--- src/rtl/if_pkg.sv ---
// Shared types for the fetch-address generator: reset PC default, the
// per-packet metadata captured at request time, the full queue entry, and
// the request-side state encoding.
package if_pkg;

  localparam logic [31:0] RESET_PC_DEF = 32'h1c00_0000;

  // Captured when the I-cache accepts a request.
  typedef struct packed {
    logic [31:0] pc;
    logic        pred_taken1;
    logic        pred_taken2;
    logic [31:0] pred_addr;
  } fetch_meta_t;

  // One fetch-queue slot: metadata plus the 64-bit {inst1, inst0} payload.
  typedef struct packed {
    fetch_meta_t meta;
    logic [63:0] rdata;
  } fetch_entry_t;

  // ST_RUN : normal fetching from if_pc.
  // ST_HOLD: a redirect arrived while a request was pending; the stale
  //          request is kept on the bus until the cache accepts it.
  typedef enum logic {
    ST_RUN  = 1'b0,
    ST_HOLD = 1'b1
  } pc_state_e;

endpackage

--- src/rtl/if_pc_gen_if.sv ---
// I-cache request/response bus between the fetch-address generator
// (master) and the instruction cache (slave).
//
// Handshakes: a request transfers on a cycle where inst_req and
// inst_addr_ok are both high; inst_addr is held stable while inst_req is
// high and inst_addr_ok is low. inst_data_ok is a one-cycle response strobe
// with no backpressure; responses return strictly in request order.
interface if_pc_gen_if;
  logic        inst_req;
  logic [31:0] inst_addr;
  logic        inst_addr_ok;
  logic        inst_data_ok;
  logic [63:0] inst_rdata;

  modport master (
    output inst_req,
    output inst_addr,
    input  inst_addr_ok,
    input  inst_data_ok,
    input  inst_rdata
  );

  modport slave (
    input  inst_req,
    input  inst_addr,
    output inst_addr_ok,
    output inst_data_ok,
    output inst_rdata
  );
endinterface

--- src/rtl/if_fetch_queue.sv ---
// In-order fetch queue with three pointers:
//   wr_ptr   - next slot to receive metadata when a request is accepted
//   fill_ptr - next slot to receive response data
//   rd_ptr   - head slot presented to decode
// Pointers carry one extra MSB as a wrap bit. A flush drops every issued
// and buffered packet by pulling wr_ptr and fill_ptr back to rd_ptr.
module if_fetch_queue
  import if_pkg::*;
#(
  parameter int QDEPTH = 4,
  parameter int CNT_W  = 3
) (
  input  logic             cpu_clk,
  input  logic             cpu_rst,
  input  logic             push,
  input  fetch_meta_t      push_meta,
  input  logic             fill,
  input  logic [63:0]      fill_data,
  input  logic             pop,
  input  logic             flush,
  output logic             full,
  output logic             head_valid,
  output fetch_entry_t     head,
  output logic [CNT_W-1:0] in_flight
);

  localparam int               IDX_W   = CNT_W - 1;
  localparam logic [CNT_W-1:0] DEPTH_V = CNT_W'(QDEPTH);
  localparam logic [CNT_W-1:0] ONE     = CNT_W'(1);

  fetch_meta_t      meta_mem [QDEPTH];
  logic [63:0]      data_mem [QDEPTH];
  logic [CNT_W-1:0] wr_ptr;
  logic [CNT_W-1:0] fill_ptr;
  logic [CNT_W-1:0] rd_ptr;
  logic [IDX_W-1:0] wr_idx;
  logic [IDX_W-1:0] fill_idx;
  logic [IDX_W-1:0] rd_idx;

  assign wr_idx   = wr_ptr[IDX_W-1:0];
  assign fill_idx = fill_ptr[IDX_W-1:0];
  assign rd_idx   = rd_ptr[IDX_W-1:0];

  // Pointer updates; a flush overrides push/fill, pop is gated upstream.
  always_ff @(posedge cpu_clk or posedge cpu_rst) begin
    if (cpu_rst) begin
      wr_ptr   <= '0;
      fill_ptr <= '0;
      rd_ptr   <= '0;
    end else if (flush) begin
      wr_ptr   <= rd_ptr;
      fill_ptr <= rd_ptr;
    end else begin
      if (push) wr_ptr   <= wr_ptr + ONE;
      if (fill) fill_ptr <= fill_ptr + ONE;
      if (pop)  rd_ptr   <= rd_ptr + ONE;
    end
  end

  // Slot storage; cleared on reset so idle outputs read as zero.
  always_ff @(posedge cpu_clk or posedge cpu_rst) begin
    if (cpu_rst) begin
      for (int i = 0; i < QDEPTH; i++) begin
        meta_mem[i] <= '0;
        data_mem[i] <= '0;
      end
    end else begin
      if (push && !flush) meta_mem[wr_idx]   <= push_meta;
      if (fill && !flush) data_mem[fill_idx] <= fill_data;
    end
  end

  assign full       = ((wr_ptr - rd_ptr) == DEPTH_V);
  assign head_valid = (fill_ptr != rd_ptr);
  assign head       = '{meta: meta_mem[rd_idx], rdata: data_mem[rd_idx]};
  assign in_flight  = wr_ptr - fill_ptr;

endmodule

--- src/rtl/if_pc_gen.sv ---
// Fetch-address generator: drives if_pc to the branch predictor, issues
// 64-bit fetch requests at if_pc, follows the predicted next PC, and buffers
// responses in issue order for decode. A backend redirect discards every
// in-flight and buffered packet; responses still owed for discarded
// requests are counted in cancel_cnt and dropped on arrival.
// Optional build macro IF_PERF_CNT_EN adds redirect / dropped-response
// performance counters.
module if_pc_gen
  import if_pkg::*;
#(
  parameter logic [31:0] RESET_PC = RESET_PC_DEF,
  parameter int          QDEPTH   = 4,
  parameter int          CNT_W    = 3
) (
  input  logic        cpu_clk,
  input  logic        cpu_rst,
  output logic [31:0] if_pc,
  input  logic        pred_taken1,
  input  logic        pred_taken2,
  input  logic [31:0] pred_addr,
  input  logic        redirect_valid,
  input  logic [31:0] redirect_pc,
  if_pc_gen_if.master icache,
  output logic        out_valid,
  input  logic        out_ready,
  output logic [31:0] out_pc,
  output logic [31:0] out_inst0,
  output logic [31:0] out_inst1,
  output logic        out_valid1,
  output logic        out_pred_taken1,
  output logic        out_pred_taken2,
  output logic [31:0] out_pred_addr,
  output pc_state_e   dbg_state
`ifdef IF_PERF_CNT_EN
  ,
  output logic [31:0] perf_redirect_cnt,
  output logic [31:0] perf_cancel_cnt
`endif
);

  localparam logic [CNT_W:0] C_ZERO = '0;

  pc_state_e        state;
  pc_state_e        state_nxt;
  logic [31:0]      pc_nxt;
  logic [31:0]      hold_addr;
  logic [CNT_W:0]   cancel_cnt;
  logic [CNT_W:0]   cancel_nxt;
  logic             q_full;
  logic             q_push;
  logic             q_fill;
  logic             q_pop;
  logic             head_valid;
  fetch_entry_t     head;
  fetch_meta_t      push_meta;
  logic [CNT_W-1:0] in_flight;
  logic             accept;
  logic             drop;

  assign icache.inst_req  = !cpu_rst && (((state == ST_RUN) && !q_full) || (state == ST_HOLD));
  assign icache.inst_addr = (state == ST_HOLD) ? hold_addr : if_pc;

  assign accept = icache.inst_req && icache.inst_addr_ok;
  assign drop   = icache.inst_data_ok && (cancel_cnt != C_ZERO);
  assign q_push = accept && (state == ST_RUN) && !redirect_valid;
  assign q_fill = icache.inst_data_ok && (cancel_cnt == C_ZERO) && !redirect_valid;
  assign q_pop  = head_valid && out_ready && !redirect_valid;

  assign push_meta = '{pc: if_pc, pred_taken1: pred_taken1,
                       pred_taken2: pred_taken2, pred_addr: pred_addr};

  if_fetch_queue #(
    .QDEPTH (QDEPTH),
    .CNT_W  (CNT_W)
  ) u_queue (
    .cpu_clk    (cpu_clk),
    .cpu_rst    (cpu_rst),
    .push       (q_push),
    .push_meta  (push_meta),
    .fill       (q_fill),
    .fill_data  (icache.inst_rdata),
    .pop        (q_pop),
    .flush      (redirect_valid),
    .full       (q_full),
    .head_valid (head_valid),
    .head       (head),
    .in_flight  (in_flight)
  );

  // Next PC, next state and cancel count; redirect wins over everything.
  always_comb begin
    state_nxt  = state;
    pc_nxt     = if_pc;
    cancel_nxt = cancel_cnt;
    if (redirect_valid) begin
      pc_nxt     = redirect_pc;
      // Every response still owed becomes a cancel: old cancels, requests
      // not yet answered, plus a request accepted this cycle, less a
      // response consumed this cycle.
      cancel_nxt = cancel_cnt + {1'b0, in_flight} + {{CNT_W{1'b0}}, accept}
                   - {{CNT_W{1'b0}}, icache.inst_data_ok};
      case (state)
        ST_RUN:  if (icache.inst_req && !icache.inst_addr_ok) state_nxt = ST_HOLD;
        ST_HOLD: if (accept) state_nxt = ST_RUN;
        default: state_nxt = ST_RUN;
      endcase
    end else begin
      cancel_nxt = cancel_cnt + {{CNT_W{1'b0}}, accept && (state == ST_HOLD)}
                   - {{CNT_W{1'b0}}, drop};
      case (state)
        ST_RUN:  if (accept) pc_nxt = pred_addr;
        ST_HOLD: if (accept) state_nxt = ST_RUN;
        default: state_nxt = ST_RUN;
      endcase
    end
  end

  // State, PC and cancel-count registers.
  always_ff @(posedge cpu_clk or posedge cpu_rst) begin
    if (cpu_rst) begin
      state      <= ST_RUN;
      if_pc      <= RESET_PC;
      cancel_cnt <= '0;
    end else begin
      state      <= state_nxt;
      if_pc      <= pc_nxt;
      cancel_cnt <= cancel_nxt;
    end
  end

  // Capture the stale address when a redirect strands a pending request.
  always_ff @(posedge cpu_clk or posedge cpu_rst) begin
    if (cpu_rst) begin
      hold_addr <= '0;
    end else if (redirect_valid && (state == ST_RUN) && icache.inst_req && !icache.inst_addr_ok) begin
      hold_addr <= if_pc;
    end
  end

  assign out_valid       = head_valid;
  assign out_pc          = head.meta.pc;
  assign out_inst0       = head.rdata[31:0];
  assign out_inst1       = head.rdata[63:32];
  assign out_valid1      = head_valid && !head.meta.pred_taken1;
  assign out_pred_taken1 = head.meta.pred_taken1;
  assign out_pred_taken2 = head.meta.pred_taken2;
  assign out_pred_addr   = head.meta.pred_addr;
  assign dbg_state       = state;

`ifdef IF_PERF_CNT_EN
  // Count redirect cycles and responses thrown away.
  always_ff @(posedge cpu_clk or posedge cpu_rst) begin
    if (cpu_rst) begin
      perf_redirect_cnt <= '0;
      perf_cancel_cnt   <= '0;
    end else begin
      if (redirect_valid) perf_redirect_cnt <= perf_redirect_cnt + 32'd1;
      if (icache.inst_data_ok && ((cancel_cnt != C_ZERO) || redirect_valid))
        perf_cancel_cnt <= perf_cancel_cnt + 32'd1;
    end
  end
`endif

endmodule

--- src/flat_wrapper.sv ---
// flat-port wrapper written by rule: the top's interface ports become plain ports
module if_pc_gen_flat import if_pkg::*;
#(
  parameter logic [31:0] RESET_PC = RESET_PC_DEF,
  parameter int          QDEPTH   = 4,
  parameter int          CNT_W    = 3
)
  (cpu_clk, cpu_rst, if_pc, pred_taken1, pred_taken2, pred_addr, redirect_valid, redirect_pc, out_valid, out_ready, out_pc, out_inst0, out_inst1, out_valid1, out_pred_taken1, out_pred_taken2, out_pred_addr, dbg_state, icache_inst_req, icache_inst_addr, icache_inst_addr_ok, icache_inst_data_ok, icache_inst_rdata);
  if_pc_gen_if icache_i ();
  input  logic cpu_clk;
  input  logic cpu_rst;
  output logic [31:0] if_pc;
  input  logic pred_taken1;
  input  logic pred_taken2;
  input  logic [31:0] pred_addr;
  input  logic redirect_valid;
  input  logic [31:0] redirect_pc;
  output logic out_valid;
  input  logic out_ready;
  output logic [31:0] out_pc;
  output logic [31:0] out_inst0;
  output logic [31:0] out_inst1;
  output logic out_valid1;
  output logic out_pred_taken1;
  output logic out_pred_taken2;
  output logic [31:0] out_pred_addr;
  output pc_state_e dbg_state;
  output wire logic [$bits(icache_i.inst_req)-1:0] icache_inst_req;
  output wire logic [$bits(icache_i.inst_addr)-1:0] icache_inst_addr;
  input wire logic [$bits(icache_i.inst_addr_ok)-1:0] icache_inst_addr_ok;
  input wire logic [$bits(icache_i.inst_data_ok)-1:0] icache_inst_data_ok;
  input wire logic [$bits(icache_i.inst_rdata)-1:0] icache_inst_rdata;
  assign icache_inst_req = icache_i.inst_req;
  assign icache_inst_addr = icache_i.inst_addr;
  assign icache_i.inst_addr_ok = icache_inst_addr_ok;
  assign icache_i.inst_data_ok = icache_inst_data_ok;
  assign icache_i.inst_rdata = icache_inst_rdata;
  if_pc_gen #(.RESET_PC(RESET_PC), .QDEPTH(QDEPTH), .CNT_W(CNT_W)) u_core (.cpu_clk(cpu_clk), .cpu_rst(cpu_rst), .if_pc(if_pc), .pred_taken1(pred_taken1), .pred_taken2(pred_taken2), .pred_addr(pred_addr), .redirect_valid(redirect_valid), .redirect_pc(redirect_pc), .icache(icache_i), .out_valid(out_valid), .out_ready(out_ready), .out_pc(out_pc), .out_inst0(out_inst0), .out_inst1(out_inst1), .out_valid1(out_valid1), .out_pred_taken1(out_pred_taken1), .out_pred_taken2(out_pred_taken2), .out_pred_addr(out_pred_addr), .dbg_state(dbg_state));
endmodule
--- config.mk ---
export PLATFORM = sky130hd
export DESIGN_NAME = if_pc_gen_flat
export DESIGN_NICKNAME = d
export VERILOG_FILES = /design/src/rtl/if_pkg.sv /design/src/rtl/if_pc_gen_if.sv /design/src/rtl/if_fetch_queue.sv /design/src/rtl/if_pc_gen.sv /design/src/flat_wrapper.sv
export SDC_FILE = /design/constraint.sdc
export NUM_CORES = 1
export LEC_CHECK = 0
export CORE_ASPECT_RATIO = 2
export CORE_MARGIN = 1.5
export CORE_UTILIZATION = 30
export CTS_CLUSTER_DIAMETER = 150
export DETAILED_ROUTE_END_ITERATION = 10
export SYNTH_ARGS = -nofsm -noshare
export SYNTH_HDL_FRONTEND = slang
export SYNTH_SLANG_ARGS = --single-unit
--- constraint.sdc ---
create_clock -name cpu_clk -period 56.6 [get_ports cpu_clk]
set_input_delay 11.32 -clock cpu_clk [delete_from_list [all_inputs] [get_ports cpu_clk]]
set_output_delay 11.32 -clock cpu_clk [all_outputs]
set_load 0.03 [all_outputs]
* After elaboration in Yosys (flattened, before gate mapping)
Cells that the tools add are included.
Cells by class: add/subtract/negate cells 10, multiply operators 0, divide/modulo/power cells 0, magnitude comparators 5, eq/ne operators 3, shift operators 0, multiplexer cells 26, bitwise logic cells 5, reduce and logical (&&, ||, !) cells 33
Operators with widths (count):
- $bwmux 264 | 1
- $bwmux 256 | 1
- $mux 66 | 3
- $mux 64 | 3
- $bmux 66 s2 | 1
- $demux 66 s2 | 1
- $bmux 64 s2 | 1
- $demux 64 s2 | 1
- $mux 32 | 4
- $logic_and 1x1->1 | 20
- $mux 3 | 4
- $add 3x1->3 const B | 3
- $ge 3x3->1 const B | 3
- $not 2->3 | 3
- $add 4x1->4 | 2
- $sub 4x1->4 | 2
- $lt 3x1->1 const B | 2
- $reduce_bool 2->1 | 3
- $sub 3x3->3 | 2
- $logic_not 1->1 | 5
- $add 4x3->4 | 1
- $logic_not 4->1 | 1
- $mux 1 | 4
- $mux 4 | 1
- 8 further kinds | 10
Word-level totals: bits in registers 598, latch bits 0, memory bits (writable) 0, bits in read-only memories 0, input bits 136, word-level logic and storage cells 109, memories kept 0

* Logic depth before layout (Yosys ltp)
Gate-level depths: netlist of the first run.
depth after elaboration 11, depth in mapped cells 16, mapped depth without buffers 12

* Cells and area by module
A second synthesis of the first run with hierarchy kept.
Second synthesis, totals: cell total of the unflattened synthesis 1645, area total of the unflattened synthesis 26905.8 um^2
By module, submodules not included:
- if_fetch_queue | instances 1, cells an instance 1330, area each 23229.8 um^2, seq. area each 13237.7 um^2
- if_pc_gen | instances 1, cells an instance 315, area each 3676.0 um^2, seq. area each 1730.4 um^2

* Least setup slack after synthesis of the first run
OpenSTA, ideal clock, no wires.
path kind input to output, from input port cpu_rst, to output port icache_inst_req, arrival time 24.658 ns, path slack 20.622 ns, stages on the path 2, path buffers 0, cells stage by stage inv_1 > o21a_1
On the way: cells in the longest elaborated chain, start to end 2
RTL lines:
- from (decl) | RTL line flat_wrapper.sv:11 | input logic cpu_rst;
- $logic_not 1->1 (no line)
- $logic_and 1x1->1 | RTL line if_pc_gen.sv:60 | assign icache.inst_req = !cpu_rst && (((state == ST_RUN) && !q_full) || (state == ST_HOLD));
- to (decl) | RTL line flat_wrapper.sv:28 | output wire logic [$bits(icache_i.inst_req)-1:0] icache_inst_req;
No other way between the ends.

* Worst setup path in the final report of the first run
Same ends and word-level chain as after synthesis.

==> flow_summary.toml, run 1 <==
[setup_path]
required_ns = 45.28
critical_path_arrival_ns = 13.33
cpPeakStageDelay_ns = 0.68
path_cells = "clkdlybuf4s50_1 -> inv_8 -> o21a_1 -> clkdlybuf4s50_1"
cp-end-kind = "output port"
cp_top_family = "buffers and inverters"
path_common_cell = "clkdlybuf4s50_1"
path_class = "primary input to output port"
rrSetupSlack_ns = 52.49
reg2reg_to = "u_core.u_queue.meta_mem[123]"
worstPathMaxFanout = 98
crit_slowest_cell = "clkdlybuf4s50_1"
r2r_cells = 6
r2r_start = "u_core.u_queue.rd_ptr[0]"
crit_buf_inv = 3
critical_path_depth = 4
cp-start-kind = "primary input"

[logic_synthesis]
yosysTopAreaCell = "dfrtp_1"
ys_seq_elements = 598
syn-num-nets = 1817
synth_area_mm2 = 0.0269
synth_top_area_share_pct = 55.4
postSynthCellCount = 1655
post_synth.cell_area_avg_um2 = 16.2
synth_edf_count = 0
synth_cell_types = 43
ys_seq_area_share_pct = 55.7
ys.flop_type = "dfrtp_1"
yosys_warnings = 0
synth.area.top_cells = "dfrtp_1, mux2_2, mux4_2, mux2_1, a41oi_1"
synth.most_common_cell = "dfrtp_1"
synth_commonest_cells = "dfrtp_1, mux2_2, mux2_1, mux4_2, clkbuf_1"
async_flop_share_pct = 100

[cts]
ctsHoldBuffers = 0
cts_buffer_depth = 3
cts_tree = "done"
clock_latency_ns = 0.64
htreeDepth = 2
cts.sinks = 598
path_clk_slew_ns = 0.06
post-cts-setup-buffer-count = 0
cts_resized = 0
cts_buffers = 57
cts-root-buf = "clkbuf_16"

[sta]
finalHoldViolations = 0
relSlewSlack_pct = 25.9
fmax_mhz = 40.6
tightest_slew_ns = 1.11
fin_worst_skew_ns = 0.0284
setup_viol = 0
fin_ws_ns = 31.95
final.setup.tns_ns = 0
layout_min_cycle_time_ns = 24.65
slew_violations = 0
period_share_pct = 43.6
rsz0062_at_grt = "false"

[floorplanning]
die_area_mm2 = 0.0915
die_h_um = 426
io_pins = 334
num_rows = 155
die_x_um = 215
core_area_mm2 = 0.0890
start_util_pct = 30.2

[min_path]
hp-class = "register to register"
hold_path_depth = 1
hold_start = "u_core.u_queue.meta_mem[103]"
min_to = "u_core.u_queue.meta_mem[103]"

[detailed_routing]
drt_wl_total_um = 75800
wl_per_cell_um = 23.8
first_pass_iters = 6
drt_iter0_drc = 813
drc = 0
via_per_inst = 5.04
drtAntennaViolNets = 0
vias = 16000

[pwr]
p_int_w = 0.00124
switchingPower_w = 0.000715
power_frac_clock_pct = 20.3
peakVddDrop_mv = 0.0403
power.share.switching_pct = 36.6
pwr-share-seq_pct = 36.7
p_comb_share_pct = 43.0
p_per_area_mw_per_mm2 = 58.5
power.leakage_nw = 14.8

[placement]
dp_hpwl_um = 50100
pre_cts_ws_ns = 31.93
place.gp.congestion = 0.802
port_buffers = 333

[final_layout]
drive_gt1_share_pct = 34.0
finalNetCount = 2116
syn_to_final_growth_pct = 24.1

[global_routing]
antenna_found_initial = 15
grtUsageTotal_pct = 16.7
grt_max_degree = 99
grt_pass1_wl_um = 116000
first_global_vias = 18000
overflow = 0

[outcome]
outcome = "finished clean"

[run]
drv_cap = 0
## flip-flops by register name, indices dropped and copies added (netlist names), named ones only
signal                   cells
u_core.if_pc                32
u_core.u_queue.data_mem    256
u_core.cancel_cnt            4
u_core.u_queue.fill_ptr      3
u_core.u_queue.rd_ptr        3
u_core.u_queue.meta_mem    264
u_core.u_queue.wr_ptr        3
u_core.hold_addr            32
## cells in the final DEF, fill, tap and decap left out, types with 4 or more instances in the layout
master           synthesis  routed
clkbuf_16                0      57
xnor2_1                 11      11
mux4_2                 130     130
nand4_1                  4       4
inv_6                    0       5
a31oi_1                  4       4
ha_1                    22      22
clkdlybuf4s50_1          0     332
a41oi_1                 33      33
bufinv_16                0       4
a2bb2oi_1               32      32
mux2_1                 182     182
clkbuf_8                 0      10
clkinv_2                 0      15
buf_4                   19      25
a21oi_1                  6       6
dfrtp_1                595     592
o2111ai_4                0       5
o31ai_1                 34      34
nand2_4                  0       4
inv_1                   24      22
clkbuf_1                71       8
mux2_2                 403     403
nor2_1                   9       9
fa_1                     4       4
## cell type report
type                       count  area, µm²
fill                        8412      55700
sequential                   598      15000
multi-input combinational    914      11300
timing repair buffer         359       3540
clock buffer                  75       1590
tap                         1177       1470
clock inverter                32        324
inverter                      24       97.6
antenna                        3       7.51
## power groups by stage
stage | Combinational, W | Sequential (W) | Clock [W]
3_5_place_dp | 0.000851 | 0.000727 | 0
5_1_grt | 0.000893 | 0.000741 | 0.000424
2_1_floorplan | 0.000573 | 0.000678 | 0
6_report | 0.000840 | 0.000717 | 0.000395
3_3_place_gp | 0.000834 | 0.000706 | 0
4_1_cts | 0.000855 | 0.000719 | 0.000412
## layer usage
metal,up-vias,routed length (µm),track usage [%]
li1,6868,-,-
met1,8596,28400,18.6
met2,437,39200,29.8
met3,126,5680,5.38
met4,22,2410,5.77
met5,-,143,0
## logic make-up (layout without fill, tap and decap cells)
group | after synthesis | after routing | share of synthesized area [%]
AO/OA/AOI/OAI | 123 | 123 | 3.81
XOR/XNOR | 16 | 16 | 0.578
adder cells (fa/ha/maj) | 26 | 26 | 1.32
buffers and inverters | 143 | 490 | 2.44
flip-flops | 598 | 598 | 55.7
multiplexers | 718 | 718 | 35.5
other | 0 | 3 | 0
AND/OR/NAND/NOR | 31 | 31 | 0.610
## metrics by stage
stage | total power, W | instances | utilization, % | hold WS [ns] | cell area, µm²
2_1_floorplan | 0.00125 | 1655 | - | 0.459 | 26900
3_3_place_gp | 0.00154 | 3072 | 35.3 | 0.468 | 31400
3_5_place_dp | 0.00158 | 3072 | 35.3 | 0.476 | 31400
4_1_cts | 0.00199 | 3179 | 37.5 | 0.490 | 33300
5_1_grt | 0.00206 | 3180 | 37.5 | 0.498 | 33300
6_report | 0.00195 | 3182 | 37.5 | 0.486 | 33400
## worst max-delay path by stage
stage	endpoint	startpoint	slack, ns
2_1_floorplan	icache_inst_req	cpu_rst	20.62
3_3_place_gp	icache_inst_req	cpu_rst	31.98
3_5_place_dp	icache_inst_req	cpu_rst	31.93
4_1_cts	icache_inst_req	cpu_rst	31.92
5_1_grt	icache_inst_req	cpu_rst	31.84
6_report	icache_inst_req	cpu_rst	31.95
(Power assumes the default switching activity.)
==> run 2, diff against run 1 <==
==> constraint.sdc (replaced) <==
create_clock -name cpu_clk -period 21.4 [get_ports cpu_clk]
set_input_delay 4.28 -clock cpu_clk [delete_from_list [all_inputs] [get_ports cpu_clk]]
set_output_delay 4.28 -clock cpu_clk [all_outputs]
set_load 0.03 [all_outputs]
==> run 2 against run 1 <==
  * Critical endpoint unchanged
  * Worst hold slack better by 0.0017 ns
  * Cell area rose by 0.37%
  * Die area stayed put
  * Count of clock-buffer cells in the layout up 2
  * Via count rose by 0.27%
  * Critical path type unchanged
  * Utilization is 0.14 points higher
  * Critical path depth stayed put
  * Routed wire length up 2.7%
  * First-iteration DRC count down 1.8%
  * Sequential share of layout area shrank 0.16 points
  * Non-clock buffer count increased by 3
  * Highest routed layer unchanged
  * Clock skew fell by 0.017 ns
==> flow_summary.toml, run 2 (same netlist as run 1, synthesis figures left out) <==
[outcome]
outcome = "finished clean"

[min_path]
hold_path_depth = 1
hp-class = "register to register"
min_to = "u_core.u_queue.meta_mem[68]"
hold_start = "u_core.u_queue.meta_mem[68]"

[sta]
slew_violations = 0
rsz0062_at_grt = "false"
tightest_slew_ns = 1.18
relSlewSlack_pct = 21.3
finalHoldViolations = 0
setup_viol = 0
fmax_mhz = 96.5
final.setup.tns_ns = 0
hold_ws_ns = 0.487
fin_worst_skew_ns = 0.0110
period_share_pct = 48.4
layout_min_cycle_time_ns = 10.36

[floorplanning]
die_h_um = 426
die_x_um = 215
io_pins = 334
start_util_pct = 30.2
num_rows = 155
die_area_mm2 = 0.0915
core_area_mm2 = 0.0890

[cts]
path_clk_slew_ns = 0.06
cts_buffers = 58
cts_resized = 0
cts_buffer_depth = 3
cts.sinks = 598
cts-root-buf = "clkbuf_16"
post-cts-setup-buffer-count = 0
htreeDepth = 2
ctsHoldBuffers = 0
cts_tree = "done"
clock_latency_ns = 0.63

[setup_path]
path_common_cell = "clkdlybuf4s50_1"
cp_top_family = "buffers and inverters"
reg2reg_to = "u_core.u_queue.meta_mem[57]"
critical_path_arrival_ns = 6.08
crit_buf_inv = 3
r2r_start = "u_core.u_queue.rd_ptr[0]"
cp-end-kind = "output port"
cpPeakStageDelay_ns = 0.59
r2r_cells = 6
cp-start-kind = "primary input"
startpoint = "cpu_rst"
path_cells = "clkdlybuf4s50_1 -> clkinvlp_4 -> o21a_1 -> clkdlybuf4s50_1"
worstPathMaxFanout = 18
path_class = "primary input to output port"
rrSetupSlack_ns = 17.20
crit_slowest_cell = "clkdlybuf4s50_1"
required_ns = 17.12

[run]
drv_cap = 0

[placement]
port_buffers = 333
place.gp.congestion = 0.803
dpl.cell_count = 3075
dp_hpwl_um = 52100

[final_layout]
syn_to_final_growth_pct = 24.6
top_register = "u_core.u_queue.meta_mem"
fillerInstances = 8300
instances_no_fill = 3183
largest_reg_flops = 264
top_regs = "u_core.u_queue.meta_mem (264), u_core.u_queue.data_mem (256)"
finalNetCount = 2120
final_common_cell = "dfrtp_1"
drive_gt1_share_pct = 34.1
ff_latch_area_mm2 = 0.0150
final_cell_mix = "dfrtp_1, mux2_2, clkdlybuf4s50_1"
multi_input_area_mm2 = 0.0113

[global_routing]
grtUsageTotal_pct = 17.2
antenna_found_initial = 14
grt_busiest_layer = "met2"
overflow = 0
grtUsageMet2_pct = 31.1
first_global_vias = 18500
grt_pass1_wl_um = 119000
grt_max_degree = 94
use_met1_pct = 19.0
grt_util_met3_pct = 5.36

[detailed_routing]
via_per_inst = 5.06
drc = 0
first_pass_iters = 5
drt_iter0_drc = 798
wl_per_cell_um = 24.5
vias = 16100
drt_wl_total_um = 77800
drtAntennaViolNets = 0

[pwr]
power.leakage_nw = 14.8
p_per_area_mw_per_mm2 = 156
peakVddDrop_mv = 0.0834
power_w = 0.00523
## run 2: metal layers
layer	vias to the layer above	part of all wire, %	routed length [µm]
li1	6858	-	-
met1	8558	37	29100
met2	508	52	40200
met3	142	7.5	5800
met4	26	3.3	2540
met5	-	0.22	170
## run 2: worst max-delay path by stage
| stage | to | slack, ns | cells after the start |
|---|---|---|---|
| 6_report | icache_inst_req | 11.04 | 4 |
| 5_1_grt | icache_inst_req | 10.90 | 4 |
| 3_3_place_gp | icache_inst_req | 10.98 | 4 |
| 2_1_floorplan | icache_inst_req | 3.29 | 2 |
| 4_1_cts | icache_inst_req | 10.99 | 4 |
| 3_5_place_dp | icache_inst_req | 10.98 | 4 |
## run 2: layout make-up
| class | instances | share of cell area [%] |
|---|---|---|
| timing repair buffer | 362 | 10.6 |
| inverter | 24 | 0.280 |
| sequential | 598 | 44.7 |
| clock buffer | 77 | 4.88 |
| tap | 1177 | 4.40 |
| multi-input combinational | 914 | 33.9 |
| antenna | 1 | 0.00748 |
| clock inverter | 30 | 1.21 |
## run 2: worst reg2reg max path, cell delays in order, from the launching register on
cell,delay (ns)
dfrtp_4,0.86
ha_1,0.30
nor2b_1,0.38
xnor2_2,0.31
o2111ai_4,0.95
buf_4,0.82
mux2_2,0.46
## run 2: metrics by stage
step / setup slack, ns / cell area [µm²] / utilization (%)
floorplan: 3.29 / 26900 / -
global placement: 10.98 / 31400 / 35.3
detailed placement: 10.98 / 31400 / 35.3
CTS: 10.99 / 33500 / 37.6
global route: 10.90 / 33500 / 37.6
finish: 11.04 / 33500 / 37.6
## run 2: report_power, final
part | internal (W) | total, W | switching (W)
clock | 0.000637 | 0.00110 | 0.000465
combinational | 0.00110 | 0.00224 | 0.00114
sequential | 0.00159 | 0.00189 | 0.000295
total | 0.00333 | 0.00523 | 0.00190
